--- src/rtl/hyper_cordic_rotate.sv ---
// Iterative hyperbolic CORDIC rotation engine: 16 micro-rotations (shifts 4 and 13 repeated),
// one per clock, with valid/ready handshakes on the operand and result sides.
module hyper_cordic_rotate #(
  parameter int unsigned DWIDTH = 16,
  parameter int unsigned FRAC   = DWIDTH - 2,
  parameter int unsigned NITER  = 16
) (
  input  logic              clk,
  input  logic              rst,
  input  logic [DWIDTH-1:0] iX,
  input  logic [DWIDTH-1:0] iY,
  input  logic [DWIDTH-1:0] iZ,
  input  logic              iValid,
  output logic              iReady,
  output logic [DWIDTH-1:0] coshOut,
  output logic [DWIDTH-1:0] sinhOut,
  output logic [DWIDTH-1:0] zOut,
  output logic              oValid,
  input  logic              oReady,
  output logic              busy
);

  localparam int unsigned CntW = $clog2(NITER);
  localparam int unsigned ShW  = CntW + 1;
  localparam int unsigned TabN = 2 ** ShW;

  typedef logic signed [DWIDTH-1:0] word_t;
  typedef word_t [TabN-1:0] tab_t;
  typedef enum logic [1:0] {StIdle, StRun, StDone} state_e;

  // atanh(2^-s) in Q2.FRAC from the odd power series, 8 guard bits, rounded to nearest
  function automatic word_t atanh_q(int unsigned s);
    longint unsigned acc;
    int unsigned     g;
    g   = FRAC + 8;
    acc = 64'd0;
    if (s != 0) begin
      for (int unsigned k = 1; s * k <= g; k += 2) begin
        acc += (64'd1 << (g - s * k)) / 64'(k);
      end
    end
    return word_t'((acc + 64'd128) >> 8);
  endfunction

  function automatic tab_t build_tab();
    tab_t t;
    for (int unsigned s = 0; s < TabN; s++) begin
      t[s] = atanh_q(s);
    end
    return t;
  endfunction

  localparam tab_t AtanhTab = build_tab();

  state_e          state_q, state_d;
  logic [CntW-1:0] cnt_q, cnt_d;
  word_t           x_q, x_d, y_q, y_d, z_q, z_d;
  word_t           cosh_q, cosh_d, sinh_q, sinh_d, zo_q, zo_d;

  logic [ShW-1:0]  shift;
  logic            d_pos;
  logic            last;
  word_t           x_sh, y_sh, x_rot, y_rot, z_rot;

  assign last = (cnt_q == CntW'(NITER - 1));

  // Shift schedule 1,2,3,4,4,5,...,13,13,14: index minus the repeats already taken
  always_comb begin
    shift = ShW'(cnt_q) + ShW'(1) - ShW'(cnt_q >= CntW'(4)) - ShW'(cnt_q >= CntW'(NITER - 2));
    d_pos = ~z_q[DWIDTH-1];
    x_sh  = x_q >>> shift;
    y_sh  = y_q >>> shift;
    x_rot = d_pos ? x_q + y_sh : x_q - y_sh;
    y_rot = d_pos ? y_q + x_sh : y_q - x_sh;
    z_rot = d_pos ? z_q - AtanhTab[shift] : z_q + AtanhTab[shift];
  end

  always_ff @(posedge clk) begin
    if (rst) begin
      state_q <= StIdle;
    end else begin
      state_q <= state_d;
    end
  end

  always_comb begin
    state_d = state_q;
    unique case (state_q)
      StIdle:  if (iValid) state_d = StRun;
      StRun:   if (last) state_d = StDone;
      StDone:  if (oReady) state_d = StIdle;
      default: state_d = StIdle;
    endcase
  end

  always_comb begin
    iReady = 1'b0;
    oValid = 1'b0;
    busy   = 1'b0;
    unique case (state_q)
      StIdle:  iReady = 1'b1;
      StRun:   busy   = 1'b1;
      StDone:  oValid = 1'b1;
      default: iReady = 1'b0;
    endcase
  end

  always_comb begin
    x_d    = x_q;
    y_d    = y_q;
    z_d    = z_q;
    cnt_d  = cnt_q;
    cosh_d = cosh_q;
    sinh_d = sinh_q;
    zo_d   = zo_q;
    unique case (state_q)
      StIdle: begin
        if (iValid) begin
          x_d   = iX;
          y_d   = iY;
          z_d   = iZ;
          cnt_d = '0;
        end
      end
      StRun: begin
        x_d   = x_rot;
        y_d   = y_rot;
        z_d   = z_rot;
        cnt_d = cnt_q + CntW'(1);
        if (last) begin
          cosh_d = x_rot;
          sinh_d = y_rot;
          zo_d   = z_rot;
        end
      end
      default: ;
    endcase
  end

  always_ff @(posedge clk) begin
    if (rst) begin
      x_q    <= '0;
      y_q    <= '0;
      z_q    <= '0;
      cnt_q  <= '0;
      cosh_q <= '0;
      sinh_q <= '0;
      zo_q   <= '0;
    end else begin
      x_q    <= x_d;
      y_q    <= y_d;
      z_q    <= z_d;
      cnt_q  <= cnt_d;
      cosh_q <= cosh_d;
      sinh_q <= sinh_d;
      zo_q   <= zo_d;
    end
  end

  assign coshOut = cosh_q;
  assign sinhOut = sinh_q;
  assign zOut    = zo_q;

endmodule

--- config.mk ---
export PLATFORM = sky130hd
export DESIGN_NAME = hyper_cordic_rotate
export DESIGN_NICKNAME = d
export VERILOG_FILES = /design/src/rtl/hyper_cordic_rotate.sv
export SDC_FILE = /design/constraint.sdc
export NUM_CORES = 1
export LEC_CHECK = 0
export BUFFER_PORTS_ARGS = -buffer_cell sky130_fd_sc_hd__buf_4
export CAP_MARGIN = 10
export CORE_AREA = 10 10 147 149
export CTS_CLUSTER_SIZE = 16
export DETAILED_ROUTE_END_ITERATION = 12
export DIE_AREA = 0 0 157 159
export PLACE_DENSITY = 0.84
export SYNTH_ARGS = -nofsm -noshare
export SYNTH_HDL_FRONTEND = slang
export SYNTH_SLANG_ARGS = --single-unit
--- constraint.sdc ---
create_clock -name clk -period 5.7 [get_ports clk]
set_input_delay 0.57 -clock clk [delete_from_list [all_inputs] [get_ports clk]]
set_output_delay 0.57 -clock clk [all_outputs]
set_load 0.005 [all_outputs]
==> metrics.csv, run 1 <==
stage,metric,value,unit
hold_path,hold_class,input port to flop,
yosys,yosysMostFrequentCell,nand2_1,
timing,setup_ws,-0.537,ns
critical_path,r2r_setup_slack,-0.54,ns
timing,maxSlewHeadroom,25.7,%
timing,rsz0062_at_grt,yes,
final_layout,layout-drive-gt1-share,37.0,%
placement,dp_hpwl,26300,um
drt,drt-pass1-iter-count,6,
critical_path,cp_max_fo,7,
yosys,ys_top_cells_by_count,"168 x nand2_1, 132 x nor2_1, 124 x a21oi_1",
timing,slew_viol_final,0,
yosys,synth.area.top_cells,"dfxtp_1 22%, ha_1 7.9%, nand2_1 6.7%",
clock_network,cts_made_buffers,9,
drt,drt.antenna.violating_nets,0,
floorplanning,initial_utilization,50.5,%
floorplanning,num_rows,50,
drt,drt-initial-drc-count,1653,
grt,grt_usage,28.0,%
yosys,syn_area_per_cell,7.71,um^2
power,seqPwrFrac,14.4,%
hold_path,min_from,iZ[2],
power,p_int,3.69,mW
timing,finalCritPeriodShare,109,%
critical_path,cpMaxStageDelayCell,fa_2,
critical_path,critPathArrivalTime,6.49,ns
run,drv_cap,0,
clock_network,clockBufferDepth,2,
final_layout,finalNonFillerCells,1731,
floorplanning,die_y,159,um
final_layout,finalNetCount,1607,
yosys,yosysSeqAreaShare,21.8,%
critical_path,cpPeakStageDelay,0.62,ns
clock_network,clk_pin_slew,0.09,ns
yosys,syn_area,9380,um^2
floorplanning,num_io_pins,103,
drt,routedWlPerCell,23.1,um
run_status,status,"finished, violations left",
final_layout,final_core_util,70.8,%
final_layout,area_delta_synth_final,40.2,%
critical_path,crit_top_cell,ha_4,
clock_network,clock_sinks,102,
yosys,synth-seq-cells,102,
power,p_per_area,535,nW/um^2
grt,grt_max_degree,66,
timing,finalSetupTns,-4.99,ns
yosys,synth_flop_cell,dfxtp_1,
drt,viasPerCell,6.59,
clock_network,clock_latency,0.38,ns
drt,vias,11409,
final_layout,fin_area,13100,um^2
timing,max_freq,0.160,GHz
yosys,synth_warnings,0,
power,combPwrFrac,76.2,%
critical_path,critPathKind,flop to flop,
drt,drt_wl_total,40000,um
final_layout,n_fill_cell,1301,
power,p_sw_share,47.6,%
yosys,synth_cells,1216,
critical_path,r2r_start,cnt_q[2]$_SDFFE_PP0P_,
floorplanning,core_area,18600,um^2
critical_path,rr_worst_depth,28,
placement,placed_area,11700,um^2
critical_path,endpoint,coshOut[15]$_SDFFE_PP0P_,
yosys,yosysTopAreaCellShare,21.8,%
yosys,synth_enable_flop_cells,0,
clock_network,htreeDepth,3,
placement,gp_congestion,1.01,
timing,worst_clock_skew,0.0191,ns
critical_path,start_kind,flop,
power,pwr-share-clk,9.4,%
grt,antenna_found_initial,0,
floorplanning,die-area,25000,um^2
power,switchingPower,3.35,mW
grt,grt_pass1_wl,56600,um
yosys,async_reset_ff_share,0,%
clock_network,cts_tree,done,
placement,place_inst,1673,
yosys,synth_nets,1331,
timing,post-route-min-period,6.24,ns
power,p_leak,5.75,nW
critical_path,crit_start,cnt_q[2]$_SDFFE_PP0P_,
drt,drc_errors,0,
yosys,synth_area_leader_cell,dfxtp_1,
final_layout,diodes,0,
floorplanning,die_w,157,um
run_status,violations,negative setup slack,
grt,grt_pass1_vias,10340,
timing,hold_viol,0,
critical_path,critPathCaptureType,flop,
power,vdd_drop_max,0.444,mV
clock_network,clockRootBuffer,clkbuf_16,
critical_path,timing.rr.end,coshOut[15]$_SDFFE_PP0P_,
placement,portBuffers,102,
yosys,synth_cell_type_count,77,
timing,setup_viol,25,
timing,worstMarginPinSlew,1.11,ns
grt,grt_remaining_overflow,0,
critical_path,cp_data_required_time,5.96,ns
==> cells in the final DEF (no fill, tap or decap), types with 10 or more instances in the layout <==
master / count
mux2i_1: 26
nand3_1: 19
nor2_1: 122
o22ai_1: 10
mux4_2: 26
o21ai_0: 34
dfxtp_1: 99
o211ai_1: 11
a211oi_1: 20
a21o_1: 13
xnor2_1: 28
buf_4: 340
a21oi_2: 13
xor2_1: 27
inv_1: 24
a21oi_1: 110
nor3_1: 23
nand2_1: 162
a22oi_1: 30
a31oi_1: 16
ha_1: 46
==> kinds of logic after synthesis <==
family	synth area share, %
buf+inv	5.15
xor+xnor	6.45
simple gates	20.3
flops	21.8
fa+ha+maj	8.73
compound gates	25.7
mux	11.8
==> repair_timing <==
action | in CTS | in global routing
hold buffers | 0 | 0
hold endpoints to repair | 0 | 0
pin swaps | 40 | 74
gates resized for setup | 65 | 107
setup buffers | 12 | 30
setup endpoints to repair | 42 | 53
==> registers in the layout (all words and copies together), names as in the netlist <==
| register | count |
|---|---|
| zOut | 16 |
| z_q | 16 |
| x_q | 16 |
| y_q | 16 |
| sinhOut | 16 |
| coshOut | 16 |
| cnt_q | 4 |
| state_q | 2 |
==> per-stage QoR <==
stage	power [mW]	worst slack, ns	hold slack (ns)
after floorplan	3.41	0.00291	0.448
after global placement	5.02	-0.302	0.440
after detailed placement	5.09	-0.556	0.446
after CTS	6.05	-0.176	0.446
after global routing	7.32	-0.727	0.482
final	7.04	-0.537	0.448
==> area by class of cell <==
class,instances,area (um^2),share of cell area [%]
multi-input combinational,998,7690,58.5
timing repair buffer,350,2680,20.4
sequential,102,2050,15.6
tap,234,293,2.23
clock buffer,9,225,1.71
inverter,31,121,0.923
clock inverter,7,91.3,0.695
==> power groups by stage <==
stage,logic (mW),clock network [mW],registers (mW)
after global placement,4.03,0,0.990
final,5.36,0.665,1.01
after CTS,4.40,0.658,0.984
after floorplan,2.52,0,0.895
after global routing,5.63,0.681,1.01
after detailed placement,4.09,0,0.999
==> routing by layer <==
layer | track usage [%] | vias to the layer above | wire [um]
met2 | 43.1 | 890 | 17800
met5 | 0 | - | 0
met4 | 10.4 | 0 | 2160
met3 | 5.59 | 218 | 5200
met1 | 37.7 | 5316 | 14800
li1 | - | 4985 | -
==> worst min-delay path by stage <==
| stage | to | slack (ns) | depth (start not counted) |
|---|---|---|---|
| 3_5_place_dp | zOut[5]$_SDFFE_PP0P_ | 0.45 | 2 |
| 6_report | z_q[2]$_SDFFE_PP0P_ | 0.45 | 3 |
| 5_1_grt | zOut[9]$_SDFFE_PP0P_ | 0.48 | 2 |
| 3_3_place_gp | sinhOut[7]$_SDFFE_PP0P_ | 0.44 | 2 |
| 2_1_floorplan | sinhOut[2]$_SDFFE_PP0P_ | 0.45 | 2 |
| 4_1_cts | z_q[2]$_SDFFE_PP0P_ | 0.45 | 3 |
==> critical path, delay by kind of cell, from the launching register on <==
family / cells / cell delay (ns)
buf+inv: 5 / 0.63
compound gates: 8 / 1.84
flops: 1 / 0.35
fa+ha+maj: 7 / 1.92
xor+xnor: 2 / 0.30
simple gates: 4 / 0.58
mux: 2 / 0.48
(Power assumes the default switching activity.)
==> inputs of run 2 (changes only) <==
- CORE_AREA: 10 10 147 149 -> 10 10 156 158
- DIE_AREA: 0 0 157 159 -> 0 0 166 168
- PLACE_DENSITY: 0.84 -> 0.76
==> run 2 against run 1 <==
Against the previous run: the flow still finishes with violations (negative setup slack); largest cell class unchanged; register-to-register slack improved by 0.20 ns; wire length down 3.3%; sequential share of layout area is 0.42 points lower; sequential power is essentially flat; clock power increased by 1%; fmax grew 3.2%.
==> metrics.csv, run 2 (synthesis results as in run 1) <==
stage,metric,value,unit
power,vdd_drop_max,0.365,mV
run,drv_cap,0,
timing,rsz0062_at_grt,yes,
placement,dp_hpwl,27700,um
critical_path,cpPeakStageDelay,0.59,ns
timing,post-route-min-period,6.04,ns
grt,grt_pass1_wl,57800,um
drt,viasPerCell,6.10,
clock_network,clockRootBuffer,clkbuf_16,
drt,drt.antenna.violating_nets,0,
clock_network,cts_made_buffers,9,
final_layout,final_core_util,63.2,%
clock_network,clock_latency,0.38,ns
drt,drt_wl_total,38700,um
run_status,violations,negative setup slack,
placement,place_inst,1743,
hold_path,hold_class,input port to flop,
clock_network,htreeDepth,3,
clock_network,postCtsHoldBufs,0,
grt,antenna_found_initial,0,
floorplanning,die_w,166,um
grt,grt_usage,25.2,%
timing,holdWs,0.441,ns
drt,drc_errors,0,
run_status,status,"finished, violations left",
timing,max_freq,0.166,GHz
critical_path,crit_top_cell,ha_4,
timing,slew_viol_final,0,
placement,gp_congestion,1.02,
final_layout,fin_area,13500,um^2
final_layout,area_delta_synth_final,44.4,%
floorplanning,num_rows,54,
critical_path,cpLargestDelayFamily,compound AO/OA/AOI/OAI gates,
timing,setup_viol,17,
critical_path,cp_max_fo,5,
clock_network,cts_tree,done,
timing,finalCritPeriodShare,106,%
drt,routedWlPerCell,21.3,um
critical_path,cp_num_buf_inv,4,
timing,worst_clock_skew,0.0171,ns
drt,drt-pass1-iter-count,5,
final_layout,layout-drive-gt1-share,39.2,%
grt,grt_remaining_overflow,0,
grt,grt_pass1_vias,10492,
floorplanning,initial_utilization,43.8,%
final_layout,layout_common_cells,"373 x buf_4, 163 x nand2_1, 120 x nor2_1",
timing,maxSlewHeadroom,36.8,%
critical_path,critPathArrivalTime,6.27,ns
floorplanning,die-area,27900,um^2
final_layout,finalNetCount,1647,
critical_path,cpMaxStageDelayCell,fa_2,
timing,setup_ws,-0.341,ns
final_layout,diodes,0,
floorplanning,num_io_pins,103,
drt,drt-initial-drc-count,1153,
grt,grt_max_degree,64,
power,p_per_area,507,nW/um^2
placement,placed_area,12000,um^2
clock_network,clock_sinks,102,
critical_path,critPathKind,flop to flop,
timing,hold_viol,0,
timing,finalSetupTns,-3.25,ns
critical_path,critPathCaptureType,flop,
placement,portBuffers,102,
critical_path,r2r_setup_slack,-0.34,ns
critical_path,cp_data_required_time,5.93,ns
drt,vias,11082,
power,p_leak,5.96,nW
clock_network,clockBufferDepth,2,
final_layout,layout_commonest_cell,buf_4,
clock_network,clk_pin_slew,0.09,ns
floorplanning,core_area,21400,um^2
timing,worstMarginPinSlew,0.946,ns
final_layout,finalNonFillerCells,1817,
floorplanning,die_y,168,um
critical_path,start_kind,flop,
## run 2: power breakdown
group	total [mW]	switching [mW]	internal [mW]
Clock	0.674	0.355	0.320
Combinational	5.21	2.63	2.59
Sequential	0.980	0.182	0.798
Total	6.87	3.17	3.70
## run 2: stage by stage
step	total power [mW]	setup slack, ns
after floorplan	3.41	0.00291
after global placement	5.08	-0.273
after detailed placement	5.13	-0.678
after CTS	6.12	-0.194
after global routing	7.22	-0.522
final	6.87	-0.341
## run 2: worst register-to-register path: stages, from the launching register on
cell and delay, ns:
dfxtp_4 0.37, ha_4 0.16, o21a_1 0.22, ha_4 0.17
ha_4 0.21, inv_2 0.06, ha_4 0.13, inv_2 0.04
fa_2 0.59, buf_6 0.15, mux4_2 0.49, mux2_4 0.29
nand4_1 0.08, o211a_1 0.22, buf_4 0.14, and3_4 0.20
nor2_1 0.05, xnor2_1 0.26, ha_1 0.30, o21a_1 0.12
o31a_1 0.13, o211ai_1 0.30, a31oi_2 0.20, o41ai_4 0.38
o21ai_2 0.12, nor3b_2 0.17, nor4_2 0.25, o21ai_1 0.10
## run 2: repair_timing
action / in CTS / in global routing
buffers inserted: 28 / 35
setup endpoints to repair: 42 / 56
cloned: 1 / 0
hold endpoints to repair: 0 / 0
pin swaps: 40 / 66
gates resized for setup: 74 / 110
## run 2: layout make-up
| class | instances | area (um^2) |
|---|---|---|
| Inverter | 31 | 126 |
| Sequential cell | 102 | 2050 |
| Timing Repair Buffer | 390 | 3050 |
| Clock inverter | 7 | 91.3 |
| Tap cell | 280 | 350 |
| Fill cell | 1705 | 7870 |
| Clock buffer | 9 | 225 |
| Multi-Input combinational cell | 998 | 7650 |
## run 2: path summary, 6_finish.rpt
path / to / depth (start not counted) / start
worst min register to register: coshOut[10]$_SDFFE_PP0P_ / 2 / coshOut[10]$_SDFFE_PP0P_
worst max-delay path: y_q[15]$_SDFFE_PP0P_ / 27 / cnt_q[2]$_SDFFE_PP0P_
worst min-delay path: z_q[2]$_SDFFE_PP0P_ / 3 / iZ[2]
worst max register to register: y_q[15]$_SDFFE_PP0P_ / 27 / cnt_q[2]$_SDFFE_PP0P_
## run 2: per-layer routing
| layer | track usage [%] | wire length, um | up-vias |
|---|---|---|---|
| met2 | 39.5 | 17700 | 594 |
| met1 | 33.7 | 16400 | 5336 |
| met3 | 4.63 | 3480 | 89 |
| li1 | - | - | 5063 |
| met4 | 9.13 | 1140 | 0 |
| met5 | 0 | 0 | - |
==> inputs of run 3 (changes only) <==
- GPL_TIMING_DRIVEN: default -> 0
==> run 3 against run 2 <==
Against the previous run: the flow still finishes with violations (negative setup slack); combinational power down 5.8%; wire length grew 9.2%; first-iteration DRC count fell by 2.2%; sequential cell count did not move; setup slack got worse by 0.18 ns; sequential share of layout area up 0.96 points; global-route usage rose by 2.1 points; non-clock buffer count down 119; final cell count decreased by 6.5%; clock skew is 0.0052 ns lower; register-to-register slack got worse by 0.18 ns; largest cell class unchanged; largest power group unchanged.
==> metrics.csv, run 3 (synthesis results as in run 1) <==
stage,metric,value,unit
timing,rsz0062_at_grt,yes,
drt,routedWlPerCell,24.9,um
clock_network,htreeDepth,3,
critical_path,critPathKind,flop to flop,
critical_path,critPathCaptureType,flop,
grt,grt_pass1_wl,61400,um
drt,viasPerCell,6.58,
drt,drt-pass1-iter-count,6,
final_layout,layout_commonest_cell,buf_4,
timing,slew_viol_final,0,
clock_network,cts_made_buffers,9,
power,p_per_area,513,nW/um^2
critical_path,cp_data_required_time,5.99,ns
timing,setup_ws,-0.518,ns
floorplanning,die_y,168,um
timing,max_freq,0.161,GHz
critical_path,cp_num_buf_inv,5,
critical_path,endpoint,y_q[15]$_SDFFE_PP0P_,
critical_path,timing.rr.end,y_q[15]$_SDFFE_PP0P_,
critical_path,start_kind,flop,
critical_path,r2r_setup_slack,-0.52,ns
floorplanning,num_io_pins,103,
floorplanning,num_rows,54,
power,design_power_total,6.55,mW
critical_path,cpLargestDelayFamily,compound AO/OA/AOI/OAI gates,
timing,hold_viol,0,
critical_path,critPathArrivalTime,6.50,ns
timing,worstMarginPinSlew,1.16,ns
grt,grt_usage,27.3,%
final_layout,finalNetCount,1528,
clock_network,clockRootBuffer,clkbuf_16,
clock_network,clock_sinks,102,
timing,finalCritPeriodShare,109,%
timing,post-route-min-period,6.22,ns
critical_path,r2r_start,cnt_q[3]$_SDFFE_PP0P_,
clock_network,clockBufferDepth,2,
run_status,status,"finished, violations left",
final_layout,diodes,0,
critical_path,rr_worst_depth,27,
final_layout,layout_common_cells,"182 x buf_4, 159 x nand2_1, 122 x nor2_1",
clock_network,clk_pin_slew,0.08,ns
critical_path,cpPeakStageDelay,0.60,ns
floorplanning,initial_utilization,43.8,%
critical_path,crit_top_cell,ha_4,
placement,dp_hpwl,30200,um
drt,drc_errors,0,
hold_path,hold_class,flop to flop,
timing,setup_viol,21,
floorplanning,core_area,21400,um^2
critical_path,crit_cells,27,
clock_network,cts_tree,done,
drt,drt_wl_total,42300,um
placement,portBuffers,101,
final_layout,area_delta_synth_final,36.0,%
critical_path,crit_start,cnt_q[3]$_SDFFE_PP0P_,
grt,grt_max_degree,21,
power,vdd_drop_max,0.361,mV
run,drv_cap,0,
placement,gp_congestion,1.06,
run_status,violations,negative setup slack,
timing,maxSlewHeadroom,21.8,%
drt,vias,11168,
timing,worst_clock_skew,0.0119,ns
critical_path,cp_max_fo,5,
grt,grt_remaining_overflow,0,
drt,drt.antenna.violating_nets,0,
grt,antenna_found_initial,0,
drt,drt-initial-drc-count,1128,
grt,grt_pass1_vias,10417,
power,p_leak,5.23,nW
floorplanning,die-area,27900,um^2
final_layout,layout-drive-gt1-share,32.6,%
placement,dpl_worst_slack,-1.34,ns
critical_path,cpMaxStageDelayCell,fa_2,
clock_network,postCtsHoldBufs,0,
floorplanning,die_w,166,um
clock_network,clock_latency,0.36,ns
## run 3: worst min-delay path by stage
| stage | depth (start not counted) | endpoint | startpoint | slack [ns] |
|---|---|---|---|---|
| 5_1_grt | 2 | coshOut[1]$_SDFFE_PP0P_ | coshOut[1]$_SDFFE_PP0P_ | 0.49 |
| 3_3_place_gp | 2 | sinhOut[13]$_SDFFE_PP0P_ | sinhOut[13]$_SDFFE_PP0P_ | 0.44 |
| 3_5_place_dp | 2 | sinhOut[10]$_SDFFE_PP0P_ | sinhOut[10]$_SDFFE_PP0P_ | 0.45 |
| 2_1_floorplan | 2 | sinhOut[2]$_SDFFE_PP0P_ | sinhOut[2]$_SDFFE_PP0P_ | 0.45 |
| 4_1_cts | 2 | coshOut[9]$_SDFFE_PP0P_ | coshOut[9]$_SDFFE_PP0P_ | 0.46 |
| 6_report | 2 | coshOut[9]$_SDFFE_PP0P_ | coshOut[9]$_SDFFE_PP0P_ | 0.46 |
## run 3: where the power goes
| part | switching [mW] | internal, mW | total, mW | leakage (nW) |
|---|---|---|---|---|
| Combinational | 2.73 | 2.18 | 4.91 | 4.25 |
| Sequential | 0.200 | 0.797 | 0.997 | 0.836 |
| Clock | 0.333 | 0.312 | 0.645 | 0.144 |
| Total | 3.26 | 3.29 | 6.55 | 5.23 |
## run 3: stage by stage
stage | std cells | instance area [um^2] | util, % | hold WS, ns | TNS [ns]
global placement | 1597 | 10500 | 49.1 | 0.444 | -51.94
CTS | 1665 | 11900 | 55.8 | 0.461 | -1.22
finish | 1698 | 12800 | 59.6 | 0.461 | -5.00
floorplan | 1216 | 9420 | - | 0.448 | 0
detailed placement | 1597 | 10500 | 49.1 | 0.448 | -50.05
global route | 1698 | 12800 | 59.6 | 0.488 | -9.95
## run 3: per-layer routing
| layer | GRT usage [%] | vias up | wire (um) |
|---|---|---|---|
| met1 | 34.6 | 5299 | 16000 |
| li1 | - | 4837 | - |
| met4 | 15.5 | 0 | 2690 |
| met3 | 5.31 | 207 | 4990 |
| met5 | 0 | - | 0 |
| met2 | 42.5 | 825 | 18600 |
## run 3: worst reg2reg max path, cell delays in order, from the launching register on
cell	delay, ns
dfxtp_4	0.39
inv_6	0.05
nor3_4	0.16
o21a_1	0.18
ha_4	0.22
inv_4	0.05
ha_4	0.13
ha_4	0.13
inv_2	0.04
fa_2	0.60
mux4_2	0.51
mux2_4	0.31
nand4_1	0.10
o211a_1	0.25
buf_4	0.15
and3_4	0.21
nor2_1	0.06
xnor2_1	0.16
ha_1	0.27
or3_4	0.42
o211ai_1	0.34
a31oi_2	0.18
o41ai_2	0.41
o21ai_2	0.14
buf_4	0.16
nor3_1	0.35
nor4_4	0.07
o21ai_1	0.08
## run 3: final cells by class
type / instances / area (um^2)
Fill cell: 1780 / 8660
Clock inverter: 7 / 75.1
Multi-Input combinational cell: 998 / 8000
Inverter: 31 / 136
Sequential cell: 102 / 2050
Tap cell: 280 / 350
Buffer: 83 / 429
Clock buffer: 9 / 225
Timing Repair Buffer: 188 / 1490
## run 3: what timing repair did
item | in CTS | in global routing
pin swaps | 57 | 78
buffers inserted | 53 | 33
gates cloned | 1 | 0
endpoints found under the setup margin | 76 | 52
gates resized for setup | 163 | 124
